## src/rtl/bm_pkg.sv

```systemverilog
// bm_pkg: shared fetch FSM states and work-unit sizing for the mining core path
package bm_pkg;
  typedef enum logic [2:0] {IDLE, FLUSH, LAUNCH, DRAIN, HOLD} fetch_state_t;
  localparam int WORK_WORDS = 24;
  localparam int WORK_BYTES = 96;
endpackage

```

## src/rtl/work_fetch_unpacker.sv

```systemverilog
// work_fetch_unpacker: bursts one work unit from the read master and unpacks it into midstate/header
module work_fetch_unpacker
  import bm_pkg::*;
#(
  parameter int ADDRESSWIDTH = 28,
  parameter int DATAWIDTH    = 32,
  parameter int MID_WORDS    = 8,
  parameter int HEAD_WORDS   = 16
) (
  input  logic                            clk,
  input  logic                            n_rst,
  input  logic                            fetch_req,
  input  logic [ADDRESSWIDTH-1:0]         fetch_base,
  output logic                            ctl_fixed_location,
  output logic [ADDRESSWIDTH-1:0]         ctl_read_base,
  output logic [ADDRESSWIDTH-1:0]         ctl_read_length,
  output logic                            ctl_go,
  input  logic                            ctl_done,
  output logic                            usr_read_buffer,
  input  logic [DATAWIDTH-1:0]            usr_buffer_data,
  input  logic                            usr_data_available,
  output logic [MID_WORDS*DATAWIDTH-1:0]  mid_state,
  output logic [HEAD_WORDS*DATAWIDTH-1:0] head_data,
  output logic                            work_valid,
  input  logic                            work_ack,
  output logic                            busy,
  output logic                            err_short
);
  fetch_state_t state, state_nxt;
  logic [4:0] cnt;
  logic [DATAWIDTH-1:0] words [WORK_WORDS];
  logic pop, last;
  assign pop = (state == FLUSH || state == DRAIN) && usr_data_available;
  assign last = cnt == 5'(WORK_WORDS - 1);
  assign usr_read_buffer = pop;
  assign ctl_fixed_location = 1'b0;
  assign ctl_read_length = ADDRESSWIDTH'(WORK_BYTES);
  assign ctl_go = state == LAUNCH;
  assign work_valid = state == HOLD;
  assign busy = state != IDLE;
  always_comb begin
    state_nxt = state;
    case (state)
      IDLE:    state_nxt = fetch_req ? FLUSH : IDLE;
      FLUSH:   state_nxt = usr_data_available ? FLUSH : LAUNCH;
      LAUNCH:  state_nxt = DRAIN;
      DRAIN:   state_nxt = (pop && last) ? HOLD : (!pop && ctl_done) ? IDLE : DRAIN;
      HOLD:    state_nxt = work_ack ? IDLE : HOLD;
      default: state_nxt = IDLE;
    endcase
  end
  // A pop in DRAIN wins over the short-burst check, so err only fires once the buffer is dry
  always_ff @(posedge clk or negedge n_rst) begin
    if (!n_rst) begin
      state <= IDLE;
      cnt <= '0;
      ctl_read_base <= '0;
      err_short <= 1'b0;
      for (int k = 0; k < WORK_WORDS; k++) words[k] <= '0;
    end else begin
      state <= state_nxt;
      if (state == IDLE && fetch_req) ctl_read_base <= fetch_base;
      if (state == LAUNCH) cnt <= '0;
      else if (state == DRAIN && pop) begin
        words[cnt] <= usr_buffer_data;
        cnt <= cnt + 5'd1;
      end
      if (state == DRAIN && !pop && ctl_done) err_short <= 1'b1;
    end
  end
  for (genvar i = 0; i < MID_WORDS; i++) begin : g_mid
    assign mid_state[(MID_WORDS-i)*DATAWIDTH-1 -: DATAWIDTH] = words[i];
  end
  for (genvar i = 0; i < HEAD_WORDS; i++) begin : g_head
    assign head_data[(HEAD_WORDS-i)*DATAWIDTH-1 -: DATAWIDTH] = words[MID_WORDS+i];
  end
endmodule
```

## config.mk

```make
export PLATFORM = sky130hd
export DESIGN_NAME = work_fetch_unpacker
export DESIGN_NICKNAME = d
export VERILOG_FILES = /design/src/rtl/bm_pkg.sv /design/src/rtl/work_fetch_unpacker.sv
export SDC_FILE = /design/constraint.sdc
export NUM_CORES = 1
export LEC_CHECK = 0
export ABC_CLOCK_PERIOD_IN_PS = 5900
export BUFFER_PORTS_ARGS = -buffer_cell sky130_fd_sc_hd__buf_2
export CAP_MARGIN = 20
export CORE_AREA = 2 2 347 349
export DETAILED_ROUTE_END_ITERATION = 10
export DIE_AREA = 0 0 349 351
export PLACE_DENSITY = 0.5
export RECOVER_POWER = 100
export SYNTH_ARGS = -nofsm -noshare
export SYNTH_HDL_FRONTEND = slang
export SYNTH_SLANG_ARGS = --single-unit
```

## constraint.sdc

```tcl
create_clock -name clk -period 5.9 [get_ports clk]
set_input_delay 0 -clock clk [delete_from_list [all_inputs] [get_ports clk]]
set_output_delay 0 -clock clk [all_outputs]
set_load 0.01 [all_outputs]
```

* Word level (Yosys, flattened, before mapping)
Index checks and enable logic that the tools add are counted. Widths: inputs -> output; s select.
Operators by class: add/subtract/negate cells 1, order comparisons 2, eq/ne operators 5, muxes and demuxes 11, bitwise operators 2, reduce and logical (&&, ||, !) cells 14
Operators with widths (number):
- $bwmux 768 | 1
- $demux 32 s5 | 1
- $mux 32 | 1
- $pmux 3 s5 | 1
- $mux 5 | 2
- $logic_and 1x1->1 | 8
- $eq 3x2->1 const B | 2
- $ge 6x6->1 const B | 1
- $lt 6x1->1 const B | 1
- $mux 3 | 2
- $not 5->6 | 1
- $add 5x1->5 const B | 1
- $eq 5x5->1 const B | 1
- $mux 2 | 2
- $eq 3x1->1 const B | 1
- $eq 3x3->1 const B | 1
- $logic_not 3->1 | 1
- $reduce_bool 3->1 | 1
- $reduce_and 2->1 | 1
- $reduce_bool 2->1 | 1
- $logic_not 1->1 | 1
- $logic_or 1x1->1 | 1
- $mux 1 | 1
- $not 1->1 | 1
Word-level totals: flip-flop bits (word level) 805, output and inout port bits 830, word-level logic and storage cells 63

* Logic depth before layout (Yosys ltp)
depth after elaboration 8, gate-level depth with buffers 7

* Worst setup path before layout
No wires, ideal clock.
kind reg2reg, from register state[0], to register ctl_read_base[10], setup time 0.125 ns, arrival time 1.912 ns, slack 3.863 ns, cell stages (with the launch flop) 6, buffers on the path 2, period minus slack after synthesis 2.037 ns, cell sequence dfrtp_1 -> buf_2 -> or3_1 -> nor2_2 -> buf_2 -> mux2_2
Between the ends: word-level cells in the longest chain between the ends 2
Ends and longest elaborated chain:
- from (decl) | RTL line work_fetch_unpacker.sv:29 | fetch_state_t state, state_nxt;
- from (signal assigned) | RTL line work_fetch_unpacker.sv:61 | state <= state_nxt;
- $logic_not 3->1 | RTL line work_fetch_unpacker.sv:62 | if (state == IDLE && fetch_req) ctl_read_base <= fetch_base;
- $logic_and 1x1->1 | RTL line work_fetch_unpacker.sv:62
- to (signal assigned) | RTL line work_fetch_unpacker.sv:62
- to (decl) | RTL line work_fetch_unpacker.sv:15 | output logic [ADDRESSWIDTH-1:0] ctl_read_base,
No other way between the ends. A chain may end at the register's enable or synchronous reset.

* Final worst setup path
from register state[2], to register words (netlist bit head_data[13])
Between the ends: word-level cells in the longest chain between the ends 5, elaborated cells between the ends (all ways) 8, classes of those cells 3 x eq/ne; 1 x bitwise; 4 x reduce/logical
Ends and longest elaborated chain:
- $eq 3x1->1 or $eq 3x2->1 (tied branches) | RTL line work_fetch_unpacker.sv:33, work_fetch_unpacker.sv:64
- $logic_or 1x1->1 | RTL line work_fetch_unpacker.sv:33 | assign pop = (state == FLUSH || state == DRAIN) && usr_data_available;
- $logic_and 1x1->1 | RTL line work_fetch_unpacker.sv:33
- $logic_and 1x1->1 | RTL line work_fetch_unpacker.sv:64 | else if (state == DRAIN && pop) begin
- $reduce_and 2->1 (no line) *
- to (signal, indexed assignment) | RTL line work_fetch_unpacker.sv:65 | words[cnt] <= usr_buffer_data;
- to (decl) | RTL line work_fetch_unpacker.sv:31 | logic [DATAWIDTH-1:0] words [WORK_WORDS];
Every way passes the cells marked *; elsewhere a longest branch is shown, timed or not.

==> results.txt <==
Slew Limit Fails: 838
Unrepaired setup endpoints after global routing: no
1st-iter DRT viols: 889
Post-cts resize count: 0
Final Cell Area: 38800 um^2
Hold crit path type: input pin to flip-flop
Total track usage: 0.170
Syn Std Cell Area: 30600 um^2
CP Data Arrival Time: 4.55 ns
Top-area cell type share of the netlist area: 0.658
CP endpoint: head_data[13]$_DFFE_PN0P_
GRT overflow: 0
Worst skew pair latency: 0.67 ns
Main synth FF type: dfrtp_1
P_leak: 18.6 nW
Fmax: 249 MHz
Number of I/O port buffers: 866
CP Launch Type: flip-flop
CTS tree: done
Num ports: 896
Clk slew on worst S/H paths: 0.06 ns
Final design utilization: 0.326
First-pass GRT wire length: 149000 um
Initial Util: 0.257
CP Class: flip-flop to flip-flop
Flops & latches, synth: 805
Largest net degree at the start of global routing: 150
Post-Layout Cell Count: 4379
Placed Area: 36500 um^2
Origin of the critical flop-to-flop path: state[2]$_DFF_PN0_
Most common cell after layout, fill and taps aside: clkbuf_1
Pwr/cell area: 375 nW/um^2
Post-placement setup slack: 2.81 ns
Post-synth EDFFs: 0
Via density: 4.38
Htree depth: 3
R2R Setup Slk: 1.89 ns
R2r endpoint: head_data[13]$_DFFE_PN0P_
Crit path max fanout: 20
Initial antenna violation count: 13
Final antenna-violating net count: 0
Tmin final: 4.01 ns
Min Hold Slack: 0.0602 ns
Area leader, netlist: dfrtp_1
Layout Nets: 2821
Yosys warns: 0
DRC Markers: 0
Sink Count: 805
Root Driver: clkbuf_16
Peak VDD IR: 0.247 mV
CTS Buffer Depth: 3
FP Rows: 127
Power Total: 14.5 mW
Vias in the first global route: 19400
Die W: 349 um
Fill cells: 12200
Failing checks: capacitance limit, slew limit
Part of the cycle the worst path needs: 0.680
Cells on worst reg2reg path: 4
Final Hold Fails: 0
Yosys cell types: 37
Worst Tran Pin Value: 2.99 ns
WL final: 107000 um
Die area: 122000 um^2
Vias: 19200
Total CTS buffers: 89
Die H: 351 um
Register area share after synthesis: 0.658
Synth async-reset ratio: 1.00
Avg Inst Size Synth: 16.4 um^2
Final WS setup: 1.89 ns
Crit. End Element: flip-flop
DP Wirelength: 72500 um
Layout cells sized above 1: 0.355
Core Area: 119000 um^2
WL/cell: 24.5 um
Highest-count cells in the layout ignoring fill and taps: clkbuf_1 (852), dfrtp_1 (805), mux2_2 (781)
Drt first pass iters: 5
Area grow syn2layout: 26.6%
Launch point of the worst path: state[2]$_DFF_PN0_
Synth Instances: 1866
Max cap viols: 21
Final Wtd Congestion: 0.742
Setup Skew: 0.0306 ns
Main area contributors after synthesis: dfrtp_1 (66%), mux2_2 (29%), buf_2 (1.2%)
Rel. slew slack: -0.995
Critical path required time: 6.44 ns
Setup TNS: 0 ns
Placed Cells: 4163
Status: finished with violations
Final setup violation count: 0
sequential cells by signal, indices dropped and copies added, names as in the netlist:
signal	flops
head_data	512
mid_state	256
ctl_read_base	28
cnt	5
state	3
err_short	1
power by group:
group	total [mW]	internal, mW	leakage, nW	switching, mW
Clock	5.74	3.39	1.49	2.36
Sequential	6.55	6.20	11.0	0.354
Combinational	2.23	0.893	6.17	1.33
per-layer routing:
| layer | vias up | GRT usage | part of all wire |
|---|---|---|---|
| met1 | 10000 | 0.207 | 0.40 |
| met3 | 157 | 0.0547 | 0.089 |
| met2 | 736 | 0.281 | 0.48 |
| li1 | 8274 | - | - |
| met5 | - | 0 | 0 |
| met4 | 0 | 0.0597 | 0.032 |
worst max-delay path, cell delays in order (launching register included):
cell      delay [ns]
dfrtp_1         0.46
nand4b_1        0.85
nor2_4          0.82
clkbuf_1        1.28
mux2_2          0.44
area by class of cell:
class | instances | area [um^2] | area share
flip-flops and latches | 805 | 20100 | 0.519
multi-input cells | 902 | 9610 | 0.248
repair buffers | 947 | 3990 | 0.103
clock buffers | 143 | 2710 | 0.0699
well taps | 1548 | 1940 | 0.0499
clock inverters | 22 | 345 | 0.00890
inverters | 6 | 22.5 | 0.000581
diodes | 6 | 15.0 | 0.000387
logic make-up after synthesis:
kind of cell / after synthesis / synth area share
buf+inv: 186 / 0.0301
compound gates: 11 / 0.00221
simple gates: 61 / 0.0153
fa+ha+maj: 4 / 0.00163
mux: 797 / 0.293
other cells: 2 / 0.000245
flops: 805 / 0.658
how the worst min path moves through the flow:
| stage | start | end | slack [ns] | depth (start not counted) |
|---|---|---|---|---|
| after floorplan | n_rst | cnt[0]$_DFFE_PN0P_ | -0.30 | 0 |
| after global placement | n_rst | head_data[4]$_DFFE_PN0P_ | 0.11 | 1 |
| after detailed placement | n_rst | head_data[4]$_DFFE_PN0P_ | 0.10 | 1 |
| after CTS | usr_buffer_data[12] | head_data[204]$_DFFE_PN0P_ | 0.006 | 2 |
| after global routing | usr_buffer_data[23] | head_data[471]$_DFFE_PN0P_ | 0.04 | 2 |
| final | usr_buffer_data[28] | mid_state[124]$_DFFE_PN0P_ | 0.06 | 2 |
Yosys cell counts (4+ instances only):
cell	count
a21oi_1	4
buf_2	73
buf_4	35
clkbuf_1	70
dfrtp_1	805
ha_1	4
inv_1	6
mux2_1	15
mux2_2	781
nand2_1	11
nand2b_1	6
nand3_1	5
nand4_1	5
nand4b_1	5
nor3_1	4
nor4b_4	4
or3_1	5
what timing repair did:
| action | in CTS | in global routing |
|---|---|---|
| hold endpoints to repair | 247 | 0 |
| buffers inserted | 0 | 0 |
| hold buffers | 44 | 0 |
Note: power is estimated with default switching activity, not from simulation.
